<file path="src/rtl/pixel_stream_source_if.sv">
// Solver read port and Avalon-ST pixel stream of pixel_stream_source.
// The master side is the pixel source; the slave side is memories plus sink.
interface pixel_stream_source_if #(
    parameter int ID_W   = 6,
    parameter int ADDR_W = 19,
    parameter int DATA_W = 4
);
    logic [ID_W-1:0]   rd_solver_id;
    logic [ADDR_W-1:0] rd_addr;
    logic [DATA_W-1:0] rd_data;
    logic              stream_ready;
    logic              stream_valid;
    logic [7:0]        stream_data;
    logic              stream_start;
    logic              stream_end;

    modport master (
        output rd_solver_id, rd_addr,
        output stream_valid, stream_data,
        output stream_start, stream_end,
        input  rd_data, stream_ready
    );

    modport slave (
        input  rd_solver_id, rd_addr,
        input  stream_valid, stream_data,
        input  stream_start, stream_end,
        output rd_data, stream_ready
    );
endinterface

</file>
<file path="src/rtl/pixel_stream_source.sv">
// Raster pixel iterator over interleaved solver memories with a
// credit-managed output FIFO feeding an Avalon-ST pixel stream.
module pixel_stream_source #(
    parameter int NUM_SOLVERS = 29,
    parameter int WIDTH       = 640,
    parameter int HEIGHT      = 480,
    parameter int RD_LATENCY  = 2,
    parameter int DATA_W      = 4,
    parameter int FIFO_DEPTH  = 4,
    parameter int ID_W        = 6,
    parameter int ADDR_W      = 19
) (
    input  logic       clock,
    input  logic       reset,
    input  logic       en,
    input  logic [1:0] mode,
    output logic       frame_done,
    output logic       busy,
    pixel_stream_source_if.master bus
);
    localparam int TOTAL = WIDTH * HEIGHT;
    localparam int PIX_W = $clog2(TOTAL);
    localparam int PTR_W = $clog2(FIFO_DEPTH);
    localparam int CNT_W = $clog2(FIFO_DEPTH + 1);
    localparam int INF_W = $clog2(RD_LATENCY + 1);

    typedef enum logic [1:0] {IDLE, ISSUE, DRAIN, DONE} state_e;

    state_e            state_q, state_d;
    logic [1:0]        mode_q, mode_d;
    logic [ID_W-1:0]   id_q, id_d;
    logic [ADDR_W-1:0] addr_q, addr_d;
    logic [PIX_W-1:0]  pix_q, pix_d;

    logic [RD_LATENCY-1:0] vld_q, sop_q, eop_q;
    logic [CNT_W-1:0]      cnt_q;
    logic [PTR_W-1:0]      wr_ptr_q, rd_ptr_q;
    logic [9:0]            mem_q [FIFO_DEPTH];

    logic             start, issue, credit, last_pix;
    logic             wr, pop, eop_pop;
    logic [INF_W-1:0] inflight;
    logic [3:0]       d4;
    logic [7:0]       pix8;

    function automatic logic [PTR_W-1:0] ptr_inc(input logic [PTR_W-1:0] p);
        return (p == PTR_W'(FIFO_DEPTH - 1)) ? '0 : p + PTR_W'(1);
    endfunction

    always_ff @(posedge clock or posedge reset) begin
        if (reset) state_q <= IDLE;
        else       state_q <= state_d;
    end

    always_comb begin
        state_d = state_q;
        unique case (state_q)
            IDLE:    if (en) state_d = ISSUE;
            ISSUE:   if (issue && last_pix) state_d = DRAIN;
            DRAIN:   if (eop_pop) state_d = DONE;
            DONE:    state_d = en ? ISSUE : IDLE;
            default: state_d = IDLE;
        endcase
    end

    // DONE is the frame-end cycle: pulse done and resample en
    always_comb begin
        start      = ((state_q == IDLE) || (state_q == DONE)) && en;
        issue      = (state_q == ISSUE) && credit;
        frame_done = (state_q == DONE);
        busy       = (state_q == ISSUE) || (state_q == DRAIN);
    end

    always_comb begin
        inflight = '0;
        for (int i = 0; i < RD_LATENCY; i++)
            inflight = inflight + INF_W'(vld_q[i]);
    end

    assign credit   = (int'(inflight) + int'(cnt_q)) < FIFO_DEPTH;
    assign last_pix = (pix_q == PIX_W'(TOTAL - 1));

    // solver id wraps modulo NUM_SOLVERS; address steps once per wrap
    always_comb begin
        mode_d = mode_q;
        id_d   = id_q;
        addr_d = addr_q;
        pix_d  = pix_q;
        if (start) begin
            mode_d = mode;
            id_d   = '0;
            addr_d = '0;
            pix_d  = '0;
        end else if (issue) begin
            pix_d = pix_q + PIX_W'(1);
            if (id_q == ID_W'(NUM_SOLVERS - 1)) begin
                id_d   = '0;
                addr_d = addr_q + ADDR_W'(1);
            end else begin
                id_d = id_q + ID_W'(1);
            end
        end
    end

    always_ff @(posedge clock or posedge reset) begin
        if (reset) begin
            mode_q <= '0;
            id_q   <= '0;
            addr_q <= '0;
            pix_q  <= '0;
            vld_q  <= '0;
            sop_q  <= '0;
            eop_q  <= '0;
        end else begin
            mode_q   <= mode_d;
            id_q     <= id_d;
            addr_q   <= addr_d;
            pix_q    <= pix_d;
            vld_q[0] <= issue;
            sop_q[0] <= issue && (pix_q == '0);
            eop_q[0] <= issue && last_pix;
            for (int i = 1; i < RD_LATENCY; i++) begin
                vld_q[i] <= vld_q[i-1];
                sop_q[i] <= sop_q[i-1];
                eop_q[i] <= eop_q[i-1];
            end
        end
    end

    if (DATA_W >= 4) begin : g_msb
        assign d4 = bus.rd_data[DATA_W-1 -: 4];
    end else begin : g_ext
        assign d4 = {{(4 - DATA_W){1'b0}}, bus.rd_data};
    end

    always_comb begin
        pix8 = {d4, d4};
        unique case (mode_q)
            2'd0: pix8 = {d4, d4};
            2'd1: pix8 = {d4, 4'h0};
            2'd2: pix8 = ~{d4, d4};
            2'd3: pix8 = (&bus.rd_data) ? 8'h00 : {d4, d4};
            default: pix8 = {d4, d4};
        endcase
    end

    assign wr      = vld_q[RD_LATENCY-1];
    assign pop     = (cnt_q != '0) && bus.stream_ready;
    assign eop_pop = pop && mem_q[rd_ptr_q][8];

    always_ff @(posedge clock or posedge reset) begin
        if (reset) begin
            cnt_q    <= '0;
            wr_ptr_q <= '0;
            rd_ptr_q <= '0;
            for (int i = 0; i < FIFO_DEPTH; i++) mem_q[i] <= '0;
        end else begin
            if (wr) begin
                mem_q[wr_ptr_q] <= {sop_q[RD_LATENCY-1], eop_q[RD_LATENCY-1], pix8};
                wr_ptr_q        <= ptr_inc(wr_ptr_q);
            end
            if (pop) rd_ptr_q <= ptr_inc(rd_ptr_q);
            unique case ({wr, pop})
                2'b10:   cnt_q <= cnt_q + CNT_W'(1);
                2'b01:   cnt_q <= cnt_q - CNT_W'(1);
                default: cnt_q <= cnt_q;
            endcase
        end
    end

    a_no_overflow: assert property (@(posedge clock) disable iff (reset)
        !(wr && (cnt_q == CNT_W'(FIFO_DEPTH))));

    assign bus.rd_solver_id = id_q;
    assign bus.rd_addr      = addr_q;
    assign bus.stream_valid = (cnt_q != '0);
    assign bus.stream_data  = mem_q[rd_ptr_q][7:0];
    assign bus.stream_start = mem_q[rd_ptr_q][9];
    assign bus.stream_end   = mem_q[rd_ptr_q][8];
endmodule
</file>
<file path="src/flat_wrapper.sv">
// flat-port wrapper written by rule: the top's interface ports become plain ports
module pixel_stream_source_flat 
#(
    parameter int NUM_SOLVERS = 29,
    parameter int WIDTH       = 640,
    parameter int HEIGHT      = 480,
    parameter int RD_LATENCY  = 2,
    parameter int DATA_W      = 4,
    parameter int FIFO_DEPTH  = 4,
    parameter int ID_W        = 6,
    parameter int ADDR_W      = 19
)
  (clock, reset, en, mode, frame_done, busy, bus_rd_solver_id, bus_rd_addr, bus_stream_valid, bus_stream_data, bus_stream_start, bus_stream_end, bus_rd_data, bus_stream_ready);
  pixel_stream_source_if #(.ID_W(ID_W), .ADDR_W(ADDR_W), .DATA_W(DATA_W)) bus_i ();
  input  logic clock;
  input  logic reset;
  input  logic en;
  input  logic [1:0] mode;
  output logic frame_done;
  output logic busy;
  output wire logic [$bits(bus_i.rd_solver_id)-1:0] bus_rd_solver_id;
  output wire logic [$bits(bus_i.rd_addr)-1:0] bus_rd_addr;
  output wire logic [$bits(bus_i.stream_valid)-1:0] bus_stream_valid;
  output wire logic [$bits(bus_i.stream_data)-1:0] bus_stream_data;
  output wire logic [$bits(bus_i.stream_start)-1:0] bus_stream_start;
  output wire logic [$bits(bus_i.stream_end)-1:0] bus_stream_end;
  input wire logic [$bits(bus_i.rd_data)-1:0] bus_rd_data;
  input wire logic [$bits(bus_i.stream_ready)-1:0] bus_stream_ready;
  assign bus_rd_solver_id = bus_i.rd_solver_id;
  assign bus_rd_addr = bus_i.rd_addr;
  assign bus_stream_valid = bus_i.stream_valid;
  assign bus_stream_data = bus_i.stream_data;
  assign bus_stream_start = bus_i.stream_start;
  assign bus_stream_end = bus_i.stream_end;
  assign bus_i.rd_data = bus_rd_data;
  assign bus_i.stream_ready = bus_stream_ready;
  pixel_stream_source #(.NUM_SOLVERS(NUM_SOLVERS), .WIDTH(WIDTH), .HEIGHT(HEIGHT), .RD_LATENCY(RD_LATENCY), .DATA_W(DATA_W), .FIFO_DEPTH(FIFO_DEPTH), .ID_W(ID_W), .ADDR_W(ADDR_W)) u_core (.clock(clock), .reset(reset), .en(en), .mode(mode), .frame_done(frame_done), .busy(busy), .bus(bus_i));
endmodule
</file>
<file path="config.mk">
export PLATFORM = sky130hd
export DESIGN_NAME = pixel_stream_source_flat
export DESIGN_NICKNAME = d
export VERILOG_FILES = /design/src/rtl/pixel_stream_source_if.sv /design/src/rtl/pixel_stream_source.sv /design/src/flat_wrapper.sv
export SDC_FILE = /design/constraint.sdc
export NUM_CORES = 1
export LEC_CHECK = 0
export ABC_AREA = 1
export CORE_MARGIN = 4
export CORE_UTILIZATION = 40
export DETAILED_ROUTE_END_ITERATION = 16
export PLACE_DENSITY = 0.56
export SYNTH_ARGS = -nofsm -noshare
export SYNTH_HDL_FRONTEND = slang
export SYNTH_SLANG_ARGS = --single-unit
</file>
<file path="constraint.sdc">
create_clock -name clock -period 11.7 [get_ports clock]
set_input_delay 3.51 -clock clock [delete_from_list [all_inputs] [get_ports clock]]
set_output_delay 3.51 -clock clock [all_outputs]
set_load 0.1 [all_outputs]
</file>
==> results of run 1 <==
-- power breakdown --
| group | total (W) | internal (W) | switching, W |
|---|---|---|---|
| logic | 0.000838 | 0.000210 | 0.000627 |
| registers | 0.000534 | 0.000447 | 0.0000867 |
| clock network | 0.000319 | 0.000184 | 0.000134 |
-- stage by stage --
stage / utilization (%) / setup slack, ns
final: 47.64 / 5.176
after global routing: 47.64 / 4.942
after CTS: 47.64 / 5.143
after detailed placement: 45.22 / 5.541
after global placement: 45.22 / 5.637
after floorplan: - / 5.543
-- per-layer routing --
layer / wire, um / global-route usage (%)
met4: 188 / 5.609
met2: 5865 / 27.39
met3: 407 / 4.117
met5: 13 / 0
met1: 6291 / 22.94
-- critical path, stage by stage (launching register included) --
cell and delay [ns]:
sky130_fd_sc_hd__dfrtp_1 0.61, sky130_fd_sc_hd__inv_1 0.55, sky130_fd_sc_hd__o21ai_0 0.18, sky130_fd_sc_hd__o22ai_1 0.16
sky130_fd_sc_hd__clkdlybuf4s50_1 1.16
-- final cells by class --
cell class | instances | area share (%)
Clock buffer | 12 | 4.208
Inverter | 66 | 4.030
Timing Repair Buffer | 48 | 7.546
Sequential cell | 101 | 39.91
Multi-Input combinational cell | 506 | 39.96
Clock inverter | 4 | 0.8692
Tap cell | 176 | 3.477
-- worst max-delay path by stage --
stage                                        start                                 to  slack [ns]  cells after the start
finish              u_core.rd_ptr_q[0]$_DFFE_PP0P_                 bus_stream_data[7]        5.18                      4
global route        u_core.rd_ptr_q[0]$_DFFE_PP0P_                 bus_stream_data[3]        4.94                      4
CTS                 u_core.rd_ptr_q[0]$_DFFE_PP0P_                 bus_stream_data[7]        5.14                      4
detailed placement  u_core.rd_ptr_q[0]$_DFFE_PP0P_                 bus_stream_data[7]        5.54                      4
global placement    u_core.rd_ptr_q[0]$_DFFE_PP0P_                 bus_stream_data[3]        5.64                      4
floorplan                                    reset  u_core.bus.rd_addr[0]$_DFFE_PP0P_        5.54                      1
-- flip-flops by register name, summed over array words and instances (netlist names) --
signal and count:
u_core.bus.rd_addr 19, u_core.state_q 2, u_core.mode_q 2, u_core.bus.rd_solver_id 6, u_core.pix_q 19, u_core.wr_ptr_q 2, u_core.rd_ptr_q 2, u_core.mem_q 40
u_core.eop_q 2, u_core.cnt_q 3, u_core.sop_q 2, u_core.vld_q 2
-- placed cells by master (no fill, tap or decap), types with 2 or more instances in the layout --
master,count
sky130_fd_sc_hd__o22ai_1,9
sky130_fd_sc_hd__or2_2,2
sky130_fd_sc_hd__clkinv_4,2
sky130_fd_sc_hd__and2_1,2
sky130_fd_sc_hd__clkbuf_8,3
sky130_fd_sc_hd__nor2_1,81
sky130_fd_sc_hd__xor2_1,4
sky130_fd_sc_hd__nand2_2,5
sky130_fd_sc_hd__nand2_4,2
sky130_fd_sc_hd__clkdlybuf4s50_1,47
sky130_fd_sc_hd__o21bai_1,4
sky130_fd_sc_hd__nand2_1,169
sky130_fd_sc_hd__ha_1,17
sky130_fd_sc_hd__nor4_1,5
sky130_fd_sc_hd__clkbuf_16,9
sky130_fd_sc_hd__nor2_2,2
sky130_fd_sc_hd__o21a_1,2
sky130_fd_sc_hd__o21ai_1,8
sky130_fd_sc_hd__inv_1,62
sky130_fd_sc_hd__and3_1,2
sky130_fd_sc_hd__nor3_1,5
sky130_fd_sc_hd__nand4_1,19
sky130_fd_sc_hd__dfrtp_1,101
sky130_fd_sc_hd__inv_2,2
sky130_fd_sc_hd__a21oi_1,21
sky130_fd_sc_hd__nand3_1,37
sky130_fd_sc_hd__o21ai_0,97
-- kinds of logic after synthesis --
| family | Yosys count | synth area share (%) |
|---|---|---|
| and+or+nand+nor | 338 | 27.28 |
| AOI/OAI and AO/OA | 145 | 14.13 |
| DFF | 101 | 46.43 |
| buffers and inverters | 90 | 7.079 |
| adders and majority gates | 18 | 4.275 |
| xor gates and xnor gates | 5 | 0.8044 |
==> impl_metrics.csv, run 1 <==
group,metric,value,unit
final_layout,antenna-diode-count,0,
floorplanning,fp-row-count,42,
logic_synthesis,async_reset_ff_share,100.0,%
final_layout,regArea,0.002527,mm2
logic_synthesis,yosysSeqAreaShare,46.43,%
floorplanning,ios,48,
logic_synthesis,synth_common_cells,"sky130_fd_sc_hd__nand2_1 (169), sky130_fd_sc_hd__dfrtp_1 (101), sky130_fd_sc_hd__o21ai_0 (97)",
clocking,worst_skew_pair.late_latency,0.36,ns
sta,finalSetupViolations,0,
logic_synthesis,synthTopCellsByArea,"sky130_fd_sc_hd__dfrtp_1 (46%), sky130_fd_sc_hd__nand2_1 (12%), sky130_fd_sc_hd__o21ai_0 (8.9%), sky130_fd_sc_hd__nor2_1 (5.6%), sky130_fd_sc_hd__inv_1 (4.3%)",
clocking,postCtsSetupRepairBufs,0,
sta,slew_at_the_pin_closest_to_its_max_slew_limit,0.9806,ns
logic_synthesis,synth-warning-count,0,
floorplanning,initial_utilization,40.95,%
clocking,ctsHtreeMaxLevel,3,
placed_design,detailed_place.area,0.006012,mm2
logic_synthesis,yosysMostFrequentCell,"sky130_fd_sc_hd__nand2_1",
clocking,tritoncts,"yes",
placed_design,port_buffers,47,
final_layout,flow.area_growth_from_synthesis,16.34,%
worst_setup_path,reg2regPathDepth,8,
drt,drc_errors,0,
job,max_cap_violations,0,
clocking,ctsHoldBuffers,0,
worst_setup_path,arrival,3.01,ns
min_path,hold_path.class,"reg2reg",
sta,worst_hold_slack,0.3537,ns
clocking,clockBufferDepth,2,
status,status,"completed",
worst_setup_path,r2r_setup_slack,9.51,ns
final_layout,num-fill-cells,1304,
logic_synthesis,synthCells,697,
clocking,clk_pin_slew_worst_paths,0.07,ns
global_routing,via_count_of_the_first_global_routing_pass,4554,
logic_synthesis,synth_edf_count,0,
clocking,cts_root_buffer,"sky130_fd_sc_hd__clkbuf_16",
global_routing,global_route.overflow_total,0,
sta,post-route-period-util,55.76,%
final_layout,stdcell_count,913,
sta,achievable-frequency,153.3,MHz
min_path,min_delay_endpoint,"u_core.eop_q[1]$_DFF_PP0_",
logic_synthesis,syn_area_per_cell,7.811,um2
drt,route.final.wire_length,12770,um
drt,routedWlPerCell,13.98,um
min_path,worst_hold_path.num_cells,0,
drt,num_vias,4683,
logic_synthesis,syn-cell-area,0.005444,mm2
power,irDropWorstVdd,0.0001601,V
clocking,postCtsResizedCells,0,
sta,final_skew,0.009577,ns
clocking,numCtsBuffers,9,
sta,setup_total_negative_slack,0,ns
logic_synthesis,postSynthRegisterBits,101,
sta,timing.slew.headroom,34.42,%
sta,rsz0062_at_grt,"no",
worst_setup_path,cp-start-kind,"flop",
global_routing,grt_max_degree,57,
worst_setup_path,timing.rr.start,"u_core.state_q[0]$_DFFE_PP0P_",
power,finalPower,0.001691,W
logic_synthesis,postSynth.topFlopCell,"sky130_fd_sc_hd__dfrtp_1",
drt,ant_nets,0,
clocking,numClockSinks,101,
floorplanning,fp.dieW,124.7,um
placed_design,finalWeightedCongestion,0.8915,
logic_synthesis,netlist.top_cell.by_area,"sky130_fd_sc_hd__dfrtp_1",
worst_setup_path,r2r-end,"u_core.bus.rd_addr[2]$_DFFE_PP0P_",
drt,detail_route.first_pass.iterations,5,
worst_setup_path,crit_required,8.19,ns
floorplanning,die_area,0.01554,mm2
logic_synthesis,yosys.cell_types.count,41,
global_routing,gr-usage-all-layers,17.13,%
logic_synthesis,synth.top_cell.area_share,46.43,%
worst_setup_path,crit_fanout,23,
floorplanning,core-area,0.01330,mm2
placed_design,hpwlAfterDp,8893,um
drt,vias_per_cell,5.129,
floorplanning,die_y,124.7,um
sta,finalHoldViolCount,0,
sta,final_report_max_slew_violation_count,0,
final_layout,final_layout_size_suffix_gt1_share,5.156,%
global_routing,grt_antenna_before_repair,1,
power,power.density,266.9,mW/mm2
min_path,hold_start,"u_core.eop_q[0]$_DFF_PP0_",
worst_setup_path,worstSetupEndpointType,"primary output",
final_layout,final_nets,760,
sta,fin_crit_period,6.524,ns
final_layout,finish.instance_area,0.006334,mm2
logic_synthesis,synthesis.nets,725,
drt,drtIter0Drc,333,
global_routing,global_route_wire_length_before_repair,22110,um
worst_setup_path,critPathKind,"reg2out",
final_layout,multi_input_area,0.002531,mm2
power,leakage,2.773,nW
placed_design,place.detailed.instances,897,
No activity file was read; power rests on OpenSTA's default activity.
==> run 2, diff against run 1 <==
==> constraint.sdc (replaced) <==
create_clock -name clock -period 6.7 [get_ports clock]
set_input_delay 2.01 -clock clock [delete_from_list [all_inputs] [get_ports clock]]
set_output_delay 2.01 -clock clock [all_outputs]
set_load 0.1 [all_outputs]
==> impl_metrics.csv, run 2 (same netlist as run 1, synthesis figures left out) <==
group,metric,value,unit
worst_setup_path,worstSetupEndpointType,"primary output",
worst_setup_path,timing.rr.start,"u_core.state_q[0]$_DFFE_PP0P_",
sta,timing.slew.headroom,34.29,%
drt,routedWlPerCell,13.82,um
status,status,"completed",
clocking,ctsHtreeMaxLevel,3,
worst_setup_path,worst-path-buf-inv,2,
drt,route.final.wire_length,12620,um
drt,drtIter0Drc,357,
clocking,numClockSinks,101,
global_routing,grt_antenna_before_repair,1,
worst_setup_path,crit_required,4.69,ns
clocking,postCtsSetupRepairBufs,0,
clocking,tritoncts,"yes",
worst_setup_path,worstSetupStartpoint,"u_core.rd_ptr_q[0]$_DFFE_PP0P_",
floorplanning,die_y,124.7,um
clocking,cts_root_buffer,"sky130_fd_sc_hd__clkbuf_16",
drt,drc_errors,0,
min_path,hold_path.class,"reg2reg",
clocking,clk_pin_slew_worst_paths,0.07,ns
power,power.density,465.2,mW/mm2
final_layout,flow.area_growth_from_synthesis,16.32,%
drt,ant_nets,0,
final_layout,final_nets,760,
global_routing,global_route_wire_length_before_repair,21670,um
worst_setup_path,crit_fanout,23,
job,max_cap_violations,0,
sta,rsz0062_at_grt,"no",
clocking,numCtsBuffers,9,
clocking,postCtsResizedCells,0,
placed_design,finalWeightedCongestion,0.8916,
power,irDropWorstVdd,0.0002819,V
final_layout,top_register,"u_core.mem_q",
sta,final_report_max_slew_violation_count,0,
floorplanning,core-area,0.01330,mm2
final_layout,layout.cells.most_common_list,"sky130_fd_sc_hd__nand2_1 (169), sky130_fd_sc_hd__dfrtp_1 (101), sky130_fd_sc_hd__o21ai_0 (97)",
clocking,worst_skew_pair.late_latency,0.35,ns
final_layout,final_layout_size_suffix_gt1_share,5.156,%
final_layout,antenna-diode-count,0,
sta,finalSetupViolations,0,
floorplanning,fp.dieW,124.7,um
worst_setup_path,critical_path.top_delay_family,"buffers and inverters",
global_routing,grt_max_degree,57,
worst_setup_path,arrival,3.05,ns
sta,slew_at_the_pin_closest_to_its_max_slew_limit,0.9825,ns
placed_design,port_buffers,47,
power,leakage,2.769,nW
global_routing,global_route.overflow_total,0,
global_routing,via_count_of_the_first_global_routing_pass,4501,
drt,detail_route.first_pass.iterations,5,
final_layout,stdcell_count,913,
floorplanning,die_area,0.01554,mm2
worst_setup_path,crit_slowest_cell,"sky130_fd_sc_hd__clkdlybuf4s50_1",
final_layout,largest_reg_flops,40,
drt,num_vias,4715,
sta,fin_crit_period,5.063,ns
floorplanning,initial_utilization,40.95,%
worst_setup_path,path_cells,"inv_1 > o21ai_0 > o22ai_1 > clkdlybuf4s50_1",
clocking,ctsHoldBuffers,0,
placed_design,place.detailed.instances,897,
floorplanning,ios,48,
drt,vias_per_cell,5.164,
sta,finalHoldViolCount,0,
worst_setup_path,critPathKind,"reg2out",
final_layout,most_common_library_cell_in_the_layout_ignoring_fill_and_taps,"sky130_fd_sc_hd__nand2_1",
final_layout,finish.instance_area,0.006332,mm2
global_routing,gr-usage-all-layers,16.68,%
sta,achievable-frequency,197.5,MHz
worst_setup_path,cp-start-kind,"flop",
placed_design,hpwlAfterDp,8801,um
worst_setup_path,cp_slowest_stage_delay,1.17,ns
placed_design,detailed_place.area,0.006012,mm2
sta,final_skew,0.008790,ns
min_path,hold_start,"u_core.eop_q[0]$_DFF_PP0_",
sta,post-route-period-util,75.57,%
sta,setup_total_negative_slack,0,ns
floorplanning,fp-row-count,42,
final_layout,num-fill-cells,1279,
clocking,clockBufferDepth,2,
==> run 2: changes by cell type in the layout (fill, tap and decap cells not counted) <==
cell	previous run	this run
sky130_fd_sc_hd__inv_6	1	2
sky130_fd_sc_hd__clkinv_4	2	0
sky130_fd_sc_hd__clkinvlp_4	1	2
==> run 2: area by class of cell <==
cell class	instances	area (um2)	area share [%]
Tap cell	176	220.2	3.478
Sequential cell	101	2527	39.91
Clock inverter	4	53.80	0.8496
Multi-Input combinational cell	506	2531	39.97
Clock buffer	12	266.5	4.209
Timing Repair Buffer	48	478.0	7.548
Inverter	66	255.2	4.031
==> run 2: layer usage <==
layer | up-vias | track usage (%) | wire length (um)
li1 | 2363 | - | -
met1 | 2237 | 22.85 | 6203
met2 | 91 | 26.08 | 5705
met3 | 22 | 3.302 | 429
met4 | 2 | 6.512 | 264
met5 | - | 0 | 19
==> run 2: per-stage QoR <==
step | power [W] | util [%] | setup slack (ns) | hold slack (ns)
final | 0.002945 | 47.63 | 1.637 | 0.3526
after global placement | 0.002382 | 45.22 | 2.137 | 0.3350
after floorplan | 0.002099 | - | 2.043 | 0.3312
after CTS | 0.002979 | 47.63 | 1.634 | 0.3514
after detailed placement | 0.002410 | 45.22 | 2.056 | 0.3358
after global routing | 0.003138 | 47.63 | 1.471 | 0.3670
==> run 2: power by group <==
part / total [W] / switching [W] / internal, W
sequential: 0.000933 / 0.000152 / 0.000781
clock: 0.000557 / 0.000235 / 0.000322
combinational: 0.00146 / 0.00109 / 0.000366
==> run 2: path summary, 6_finish.rpt <==
| path | end | slack (ns) | depth (start not counted) |
|---|---|---|---|
| setup / recovery | bus_stream_data[3] | 1.64 | 4 |
| hold / removal | u_core.eop_q[1]$_DFF_PP0_ | 0.35 | 0 |
| setup reg to reg | u_core.bus.rd_addr[15]$_DFFE_PP0P_ | 4.49 | 8 |
| hold reg to reg | u_core.eop_q[1]$_DFF_PP0_ | 0.35 | 0 |
| max in group asynchronous | u_core.state_q[0]$_DFFE_PP0P_ | 3.50 | 3 |
| min in group asynchronous | u_core.bus.rd_addr[7]$_DFFE_PP0P_ | 2.12 | 2 |
==> run 3, diff against run 2 <==
--- a/config.mk
+++ b/config.mk
@@ -9,7 +9,7 @@
 export CORE_MARGIN = 4
 export CORE_UTILIZATION = 40
 export DETAILED_ROUTE_END_ITERATION = 16
-export PLACE_DENSITY = 0.56
+export PLACE_DENSITY = 0.58
 export SYNTH_ARGS = -nofsm -noshare
 export SYNTH_HDL_FRONTEND = slang
 export SYNTH_SLANG_ARGS = --single-unit
==> constraint.sdc (replaced) <==
create_clock -name clock -period 4.1 [get_ports clock]
set_input_delay 1.23 -clock clock [delete_from_list [all_inputs] [get_ports clock]]
set_output_delay 1.23 -clock clock [all_outputs]
set_load 0.1 [all_outputs]
==> impl_metrics.csv, run 3 (same netlist as run 1, synthesis figures left out) <==
group,metric,value,unit
status,status,"completed",
clocking,ctsHoldBuffers,0,
worst_setup_path,crit_required,2.87,ns
min_path,hold_path.class,"reg2reg",
drt,route.final.wire_length,12560,um
drt,drc_errors,0,
power,irDropWorstVdd,0.0003218,V
worst_setup_path,cp-start-kind,"flop",
floorplanning,die_y,124.7,um
global_routing,via_count_of_the_first_global_routing_pass,4471,
drt,num_vias,4612,
floorplanning,die_area,0.01554,mm2
clocking,clockBufferDepth,2,
floorplanning,fp-row-count,42,
worst_setup_path,critPathKind,"reg2out",
floorplanning,ios,48,
sta,final_skew,0.006916,ns
sta,rsz0062_at_grt,"no",
final_layout,final_layout_size_suffix_gt1_share,7.046,%
global_routing,grt_max_degree,53,
clocking,ctsHtreeMaxLevel,3,
power,seq_power_share,31.4,%
sta,slew_at_the_pin_closest_to_its_max_slew_limit,0.9904,ns
final_layout,final_nets,761,
power,leakage,2.785,nW
placed_design,hpwlAfterDp,8761,um
sta,post-route-period-util,81.92,%
placed_design,port_buffers,47,
floorplanning,fp.dieW,124.7,um
power,internal-power,0.002278,W
clocking,worst_skew_pair.late_latency,0.35,ns
final_layout,top_register,"u_core.mem_q",
drt,routedWlPerCell,13.74,um
final_layout,antenna-diode-count,0,
worst_setup_path,worstSetupEndpointType,"primary output",
placed_design,finalWeightedCongestion,0.8389,
power,power.share.switching,51.82,%
final_layout,most_common_library_cell_in_the_layout_ignoring_fill_and_taps,"sky130_fd_sc_hd__nand2_1",
global_routing,global_route_wire_length_before_repair,21740,um
sta,timing.slew.headroom,33.77,%
floorplanning,core-area,0.01330,mm2
power,p_switching,0.002450,W
clocking,tritoncts,"yes",
final_layout,flow.area_growth_from_synthesis,15.67,%
final_layout,finish.instance_area,0.006297,mm2
global_routing,grt_antenna_before_repair,0,
clocking,numCtsBuffers,9,
final_layout,num-fill-cells,1331,
power,power_frac_comb,50.7,%
final_layout,largest_reg_flops,40,
clocking,postCtsSetupRepairBufs,0,
sta,finalHoldViolCount,0,
drt,detail_route.first_pass.iterations,5,
global_routing,gr-usage-all-layers,16.68,%
sta,final_report_max_slew_violation_count,0,
job,max_cap_violations,0,
sta,fin_crit_period,3.359,ns
final_layout,layout.cells.most_common_list,"sky130_fd_sc_hd__nand2_1 (169), sky130_fd_sc_hd__dfrtp_1 (101), sky130_fd_sc_hd__o21ai_0 (97)",
power,power.density,750.7,mW/mm2
clocking,cts_root_buffer,"sky130_fd_sc_hd__clkbuf_16",
sta,achievable-frequency,297.7,MHz
clocking,clk_pin_slew_worst_paths,0.07,ns
power,clockPowerShare,17.9,%
worst_setup_path,arrival,2.13,ns
sta,finalSetupViolations,0,
sta,setup_total_negative_slack,0,ns
drt,ant_nets,0,
worst_setup_path,crit_fanout,23,
clocking,postCtsResizedCells,0,
drt,drtIter0Drc,342,
clocking,numClockSinks,101,
global_routing,global_route.overflow_total,0,
floorplanning,initial_utilization,40.95,%
drt,vias_per_cell,5.046,
placed_design,detailed_place.area,0.006000,mm2
-- run 3: cell type report --
cell class / count / area, um2 / area share, %
multi-input cells: 506 / 2531 / 40.19
well taps: 176 / 220.2 / 3.497
flip-flops and latches: 101 / 2527 / 40.14
clock buffers: 9 / 225.2 / 3.576
inverters: 66 / 255.2 / 4.053
clock inverters: 7 / 72.57 / 1.152
repair buffers: 49 / 465.4 / 7.391
-- run 3: layer usage --
metal	global-route usage [%]	part of all wire, %
met1	22.47	48
met2	27.13	47
met3	4.374	3.9
met4	3.675	0.96
met5	0	0
-- run 3: stage by stage --
| step | hold slack [ns] | util (%) | cells | power (W) | worst slack (ns) |
|---|---|---|---|---|---|
| after floorplan | 0.3312 | - | 697 | 0.003431 | 0.2229 |
| after global placement | 0.3337 | 45.13 | 898 | 0.003868 | 1.032 |
| after detailed placement | 0.3457 | 45.13 | 898 | 0.003915 | 0.9955 |
| after CTS | 0.3647 | 47.37 | 914 | 0.004784 | 0.7034 |
| after global routing | 0.3787 | 47.37 | 914 | 0.005069 | 0.5798 |
| final | 0.3603 | 47.37 | 914 | 0.004728 | 0.7411 |
-- run 3: final timing paths --
path | startpoint | endpoint | slack, ns | depth (start not counted)
worst min-delay path | u_core.eop_q[0]$_DFF_PP0_ | u_core.eop_q[1]$_DFF_PP0_ | 0.36 | 0
worst min register to register | u_core.eop_q[0]$_DFF_PP0_ | u_core.eop_q[1]$_DFF_PP0_ | 0.36 | 0
min in group asynchronous | reset | u_core.bus.rd_addr[11]$_DFFE_PP0P_ | 1.33 | 2
max in group asynchronous | reset | u_core.mem_q[34]$_DFFE_PP0P_ | 2.07 | 3
worst max register to register | u_core.state_q[0]$_DFFE_PP0P_ | u_core.bus.rd_addr[12]$_DFFE_PP0P_ | 1.88 | 8
worst max-delay path | u_core.rd_ptr_q[0]$_DFFE_PP0P_ | bus_stream_data[5] | 0.74 | 5
-- run 3: worst max-delay path, stage by stage, from the launching register on --
cell                      delay (ns)
sky130_fd_sc_hd__dfrtp_1        0.36
sky130_fd_sc_hd__buf_4          0.21
sky130_fd_sc_hd__inv_1          0.50
sky130_fd_sc_hd__o21ai_0        0.16
sky130_fd_sc_hd__o22ai_1        0.21
sky130_fd_sc_hd__buf_4          0.34
-- run 3: power by group through the flow --
stage / Combinational (W) / Sequential, W / Clock, W
after floorplan: 0.00183 / 0.00160 / 0
after global placement: 0.00238 / 0.00149 / 0
after detailed placement: 0.00241 / 0.00150 / 0
after CTS: 0.00242 / 0.00148 / 0.000880
after global routing: 0.00262 / 0.00153 / 0.000922
final: 0.00240 / 0.00149 / 0.000846
